`src/rtl/hazard_ctrl.sv`:
```
// ============================================================================
// hazard_ctrl
// ----------------------------------------------------------------------------
// Pipeline sequencing controller for the 5-stage core.
//   * Detects load-use hazards on the instruction held in IF/ID.
//   * Sequences the IF/ID flush after a taken branch / jump resolved in EX.
//   * Freezes the whole pipe while data memory is not ready.
//   * Keeps saturating debug counters of stall cycles and redirect events.
//
// Parameters:
//   FLUSH_CYC  extra cycles after the redirect cycle during which IF/ID is
//              held flushed (instruction-memory latency), 0..15
//   CNT_W      width of the event counters
//
// Ports:
//   clk              in   core clock, rising edge
//   rst              in   synchronous active-high reset
//   id_instr[31:0]   in   instruction currently in IF/ID
//   id_valid         in   IF/ID holds a real instruction
//   ex_mem_read      in   ID/EX instruction is a load
//   ex_rd[4:0]       in   destination register of the ID/EX instruction
//   ex_branch_taken  in   redirect (taken branch, JAL, JALR) resolved in EX
//   dmem_ready       in   data memory completes this cycle (0 = stall pipe)
//   pc_we            out  PC load enable
//   if_id_we         out  IF/ID load enable
//   if_id_flush      out  IF/ID loads a bubble at the next edge
//   id_ex_bubble     out  ID/EX loads a bubble instead of decode output
//   pipe_freeze      out  hold ID/EX, EX/MEM and MEM/WB
//   stall_cnt        out  load-use stall cycles, saturating
//   flush_cnt        out  redirect events, saturating
// ============================================================================
module hazard_ctrl #(
    parameter int unsigned FLUSH_CYC = 1,
    parameter int unsigned CNT_W     = 32
) (
    input  logic             clk,
    input  logic             rst,
    input  logic [31:0]      id_instr,
    input  logic             id_valid,
    input  logic             ex_mem_read,
    input  logic [4:0]       ex_rd,
    input  logic             ex_branch_taken,
    input  logic             dmem_ready,
    output logic             pc_we,
    output logic             if_id_we,
    output logic             if_id_flush,
    output logic             id_ex_bubble,
    output logic             pipe_freeze,
    output logic [CNT_W-1:0] stall_cnt,
    output logic [CNT_W-1:0] flush_cnt
);

    typedef enum logic [1:0] {
        ST_RUN    = 2'd0,
        ST_FLUSH  = 2'd1,
        ST_FREEZE = 2'd2
    } state_t;

    // Only the low four bits are meaningful; legal values are 0..15.
    localparam logic [3:0]       FLUSH_INIT = 4'(FLUSH_CYC);
    localparam logic [CNT_W-1:0] CNT_ONE    = {{(CNT_W-1){1'b0}}, 1'b1};
    localparam logic [CNT_W-1:0] CNT_MAX    = {CNT_W{1'b1}};

    // RISC-V base opcodes recognised by decode
    localparam logic [6:0] OP_IMM    = 7'b0010011;
    localparam logic [6:0] OP_LOAD   = 7'b0000011;
    localparam logic [6:0] OP_STORE  = 7'b0100011;
    localparam logic [6:0] OP_BRANCH = 7'b1100011;
    localparam logic [6:0] OP_REG    = 7'b0110011;
    localparam logic [6:0] OP_JALR   = 7'b1100111;

    state_t           state_q, state_d;
    state_t           ret_q, ret_d;      // state to resume after a freeze
    state_t           eff_state;
    logic [3:0]       fcnt_q, fcnt_d;
    logic [CNT_W-1:0] stall_cnt_q, stall_cnt_d;
    logic [CNT_W-1:0] flush_cnt_q, flush_cnt_d;

    // ------------------------------------------------------------------------
    // Source-register usage of the IF/ID instruction
    // ------------------------------------------------------------------------
    logic [6:0] opcode;
    logic       uses_rs1;
    logic       uses_rs2;
    logic [1:0] src_used;
    logic [1:0] src_hit;
    logic       lu;

    assign opcode = id_instr[6:0];

    always_comb begin
        uses_rs1 = 1'b0;
        uses_rs2 = 1'b0;
        case (opcode)
            OP_IMM, OP_LOAD, OP_JALR: uses_rs1 = 1'b1;
            OP_STORE, OP_BRANCH, OP_REG: begin
                uses_rs1 = 1'b1;
                uses_rs2 = 1'b1;
            end
            // LUI, JAL and anything unrecognised read no register; the
            // rs fields of those encodings hold immediate bits.
            default: begin
                uses_rs1 = 1'b0;
                uses_rs2 = 1'b0;
            end
        endcase
    end

    assign src_used = {uses_rs2, uses_rs1};

    // rs1 lives at [19:15], rs2 at [24:20]
    for (genvar gi = 0; gi < 2; gi++) begin : g_src
        logic [4:0] src_reg;
        assign src_reg     = id_instr[15 + 5*gi +: 5];
        assign src_hit[gi] = src_used[gi] && (src_reg == ex_rd);
    end

    // x0 is never a real dependency
    assign lu = id_valid && ex_mem_read && (ex_rd != 5'd0) && (|src_hit);

    // ------------------------------------------------------------------------
    // Next-state and output decode
    // ------------------------------------------------------------------------
    // Coming out of FREEZE the controller acts as the saved state in the same
    // cycle, so the freeze never costs an extra bubble.
    assign eff_state = (state_q == ST_FREEZE) ? ret_q : state_q;

    always_comb begin
        state_d      = state_q;
        ret_d        = ret_q;
        fcnt_d       = fcnt_q;
        stall_cnt_d  = stall_cnt_q;
        flush_cnt_d  = flush_cnt_q;
        pc_we        = 1'b1;
        if_id_we     = 1'b1;
        if_id_flush  = 1'b0;
        id_ex_bubble = 1'b0;
        pipe_freeze  = 1'b0;

        if (rst) begin
            // Hold the front end and keep bubbles flowing; the sequential
            // block restores the idle state at the edge.
            pc_we        = 1'b0;
            if_id_we     = 1'b0;
            if_id_flush  = 1'b1;
            id_ex_bubble = 1'b1;
            pipe_freeze  = 1'b0;
        end else if (!dmem_ready) begin
            // Whole pipe holds; a redirect in EX stays there and is picked up
            // once memory completes.
            pc_we        = 1'b0;
            if_id_we     = 1'b0;
            if_id_flush  = 1'b0;
            id_ex_bubble = 1'b0;
            pipe_freeze  = 1'b1;
            state_d      = ST_FREEZE;
            ret_d        = eff_state;
        end else if (eff_state == ST_FLUSH) begin
            // EX only holds bubbles here, so a redirect cannot be genuine
            // and ex_branch_taken is not looked at.
            if_id_flush  = 1'b1;
            id_ex_bubble = 1'b1;
            fcnt_d       = (fcnt_q == 4'd0) ? 4'd0 : fcnt_q - 4'd1;
            state_d      = (fcnt_q <= 4'd1) ? ST_RUN : ST_FLUSH;
        end else begin
            state_d = ST_RUN;
            if (ex_branch_taken) begin
                // IF/ID holds a wrong-path instruction; any hazard on it is moot.
                if_id_flush  = 1'b1;
                id_ex_bubble = 1'b1;
                flush_cnt_d  = (flush_cnt_q == CNT_MAX) ? flush_cnt_q
                                                        : flush_cnt_q + CNT_ONE;
                if (FLUSH_CYC > 0) begin
                    state_d = ST_FLUSH;
                    fcnt_d  = FLUSH_INIT;
                end
            end else if (lu) begin
                // The inserted bubble clears ex_mem_read next cycle, so each
                // hazard costs exactly one stall.
                pc_we        = 1'b0;
                if_id_we     = 1'b0;
                id_ex_bubble = 1'b1;
                stall_cnt_d  = (stall_cnt_q == CNT_MAX) ? stall_cnt_q
                                                        : stall_cnt_q + CNT_ONE;
            end
        end
    end

    // ------------------------------------------------------------------------
    // State registers
    // ------------------------------------------------------------------------
    always_ff @(posedge clk) begin
        if (rst) begin
            state_q     <= ST_RUN;
            ret_q       <= ST_RUN;
            fcnt_q      <= 4'd0;
            stall_cnt_q <= '0;
            flush_cnt_q <= '0;
        end else begin
            state_q     <= state_d;
            ret_q       <= ret_d;
            fcnt_q      <= fcnt_d;
            stall_cnt_q <= stall_cnt_d;
            flush_cnt_q <= flush_cnt_d;
        end
    end

    assign stall_cnt = stall_cnt_q;
    assign flush_cnt = flush_cnt_q;

endmodule

```
`config.mk`:
```
export PLATFORM = sky130hd
export DESIGN_NAME = hazard_ctrl
export DESIGN_NICKNAME = d
export VERILOG_FILES = /design/src/rtl/hazard_ctrl.sv
export SDC_FILE = /design/constraint.sdc
export NUM_CORES = 1
export LEC_CHECK = 0
export CAP_MARGIN = 30
export CORE_MARGIN = 1.5
export CORE_UTILIZATION = 35
export DETAILED_ROUTE_END_ITERATION = 16
export GPL_ROUTABILITY_DRIVEN = 0
export GPL_TIMING_DRIVEN = 0
export SLEW_MARGIN = 20
export SYNTH_ARGS = -nofsm -noshare
export SYNTH_HDL_FRONTEND = slang
export SYNTH_SLANG_ARGS = --single-unit
export TNS_END_PERCENT = 5
```
`constraint.sdc`:
```
create_clock -name clk -period 3.8 [get_ports clk]
set_clock_uncertainty 0.2 [all_clocks]
set_input_delay 0.57 -clock clk [delete_from_list [all_inputs] [get_ports clk]]
set_output_delay 0.57 -clock clk [all_outputs]
set_load 0.03 [all_outputs]
```
==> results.toml <==
[run_status]
outcome = "finished clean"

[sta]
tns_ns = 0
period_needed_ns = 3.59
drv_slew = 0
hold_viol_final = 0
fmax_ghz = 0.279
tightest_slew_ns = 0.837
slew_headroom = 0.437
finalCritPeriodShare = 0.944
setup_viol = 0

[yosys]
synth_top_family_by_area = "simple AND/OR/NAND/NOR gates"
synthXorXnorAreaFrac = 0.105
synth-simple-area-share = 0.363
syn_inst = 465
synth_flop_cell = "dfxtp_1"
yosys_warnings = 0
synth_compound_area_frac = 0.0859
ys_types = 44
synth_seq_cells = 72
synth_nets = 510
synthAdderAreaFrac = 0.00666
muxShareOfSynthArea = 0.0260
synth.area.top_cells = "dfxtp_1, xor2_1, nor2_1, nand4_1, nand3_1"
synthesis.area_um2 = 3760
synth.avg_cell_area_um2 = 8.09
synth-async-reset-ratio = 0
ys_seq_area_frac = 0.383
synth_top_area_cell = "dfxtp_1"
synth_top_area_share = 0.383
synth_edf_count = 0

[die]
placeableCoreArea_um2 = 10400
die_h_um = 107
io_pins = 112
die-area_um2 = 11400
placementRows = 37
die_w_um = 107
initial_core_util = 0.363

[detailed_routing]
dr.pass1.iters = 4
wl_per_cell_um = 14.2
ant_nets = 0
routed_wl_um = 10100
drcViolationCount = 0
vias = 3732
routed_via_density = 5.23
drt_iter0_drc = 130

[power_and_ir_drop]
p_int_mw = 1.18
switching_share = 0.229
pwr-share-comb = 0.070
seqPwrFrac = 0.500
p_leak_nw = 1.72
power_mw = 1.53
ir_worst_vdd_mv = 0.139
pwr_density_cell_nw_per_um2 = 299
clkPwrFrac = 0.430
netSwitchingPower_uw = 350

[job]
maxCapViolations = 0

[clock_tree]
clk_latency_ns = 0.33
htreeDepth = 3
cts_root_buf = "clkbuf_8"
clk_path_buf_depth = 2
numCtsBuffers = 9
cts_tree = "yes"
cts_sinks = 72
clk_pin_slew_worst_paths_ns = 0.07

[finish]
final_common_cell = "clkdlybuf4s50_1"
fin_area_um2 = 5110
syn_to_final_growth_pct = 35.9
fin_util = 0.493
instances_no_fill = 713
layout-drive-gt1-share = 0.0589
final_net_count = 617
mostFrequentLayoutCells = "clkdlybuf4s50_1, dfxtp_1, nor2_1, xor2_1"
antennaDiodeCount = 0

[global_routing]
grt_overflow = 0
track_usage = 0.179
grt_pass1_vias = 3386
grt_max_degree = 13
grt_pass1_wl_um = 16500
antenna_found_initial = 0

[place]
post_dp_cell_area_um2 = 4890
hpwlAfterDp_um = 7490
dp_cells = 697
place.port_buffers = 95

[setup_path]
crit_required_ns = 3.03
setup.worst_path.class = "primary input to output port"
r2r_cells = 10
worstPathArrival_ns = 2.82
cp-start-kind = "primary input"
end_kind = "output port"
cp_max_fo = 7
rrSetupSlack_ns = 0.37
timing.rr.start = "stall_cnt[0]"
r2r-end = "stall_cnt[1]"

[min_path]
hold_depth = 2
hp-start = "fcnt_q[3]"
hold_path_end = "fcnt_q[3]"
hp-class = "flop to flop"
[through the flow]
stage	setup WS (ns)	hold WS [ns]
2_1_floorplan	0.652	0.241
3_3_place_gp	-0.0387	0.260
3_5_place_dp	-0.0395	0.268
4_1_cts	0.0419	0.273
5_1_grt	-0.0238	0.291
6_report	0.214	0.273
[Yosys cell counts (8+ instances only)]
cell type   n
clkbuf_1   13
or4_1      10
o21ai_0    16
nand2_1    32
o31ai_1     8
xnor2_1    11
xor2_1     34
nor2_1     68
nor2b_1     8
nand3_1    32
a21oi_1    27
nand4_1    27
nor4_1      9
and3_1     13
and4_1      8
dfxtp_1    72
or3_1      14
nor3_1     10
[worst max-delay path by stage]
stage / cells past startpoint / startpoint / endpoint / slack [ns]
floorplan: 10 / stall_cnt[0] / stall_cnt[1] / 0.65
global placement: 8 / ex_branch_taken / pc_we / -0.04
detailed placement: 8 / ex_branch_taken / pc_we / -0.04
CTS: 7 / ex_rd[1] / if_id_we / 0.04
global route: 7 / ex_rd[4] / id_ex_bubble / -0.02
finish: 8 / ex_branch_taken / pc_we / 0.21
[metal layers]
metal  vias up  track usage  part of all wire
met1      1762        0.254              0.50
met5         -            0                 0
met4         0       0.0581            0.0047
li1       1893            -                 -
met2        75        0.277              0.46
met3         2       0.0255             0.034
[logic make-up after synthesis]
family                     Yosys count
and+or+nand+nor                    254
xor gates and xnor gates            45
DFF                                 72
adders and majority gates            2
buffers and inverters               26
muxes                                9
AOI/OAI and AO/OA                   57
[state kept, by name, summed over array words and instances, names as in the netlist]
name	count
fcnt_q	4
flush_cnt	32
ret_q	2
stall_cnt	32
state_q	2
[repair_timing]
action,4_1_cts,5_1_grt
hold buffers,0,0
endpoints found under the setup margin,1,4
setup buffers,0,0
resized for setup,1,3
[cell type report]
| type | count | area, µm² |
|---|---|---|
| sequential | 72 | 1440 |
| multi-input combinational | 367 | 2220 |
| clock inverter | 6 | 83.8 |
| fill | 1038 | 5260 |
| tap | 136 | 170 |
| clock buffer | 10 | 128 |
| inverter | 6 | 22.5 |
| timing repair buffer | 96 | 957 |
| buffer | 20 | 90.1 |
[power by group through the flow]
stage               registers (mW)  logic (mW)  clock network, mW
floorplan                    0.782      0.0503                  0
global placement             0.780       0.106                  0
detailed placement           0.780       0.107                  0
CTS                          0.763       0.107              0.670
global route                 0.763       0.117              0.702
finish                       0.763       0.107              0.657
[critical path, stage by stage]
cell and delay [ns]:
clkdlybuf4s50_1 0.47, or3_1 0.43, or4b_1 0.52, clkbuf_2 0.18, nor2_1 0.10, nor2_1 0.07, buf_4 0.13, dlygate4sd2_1 0.34
Note: power is estimated with default switching activity, not from simulation.
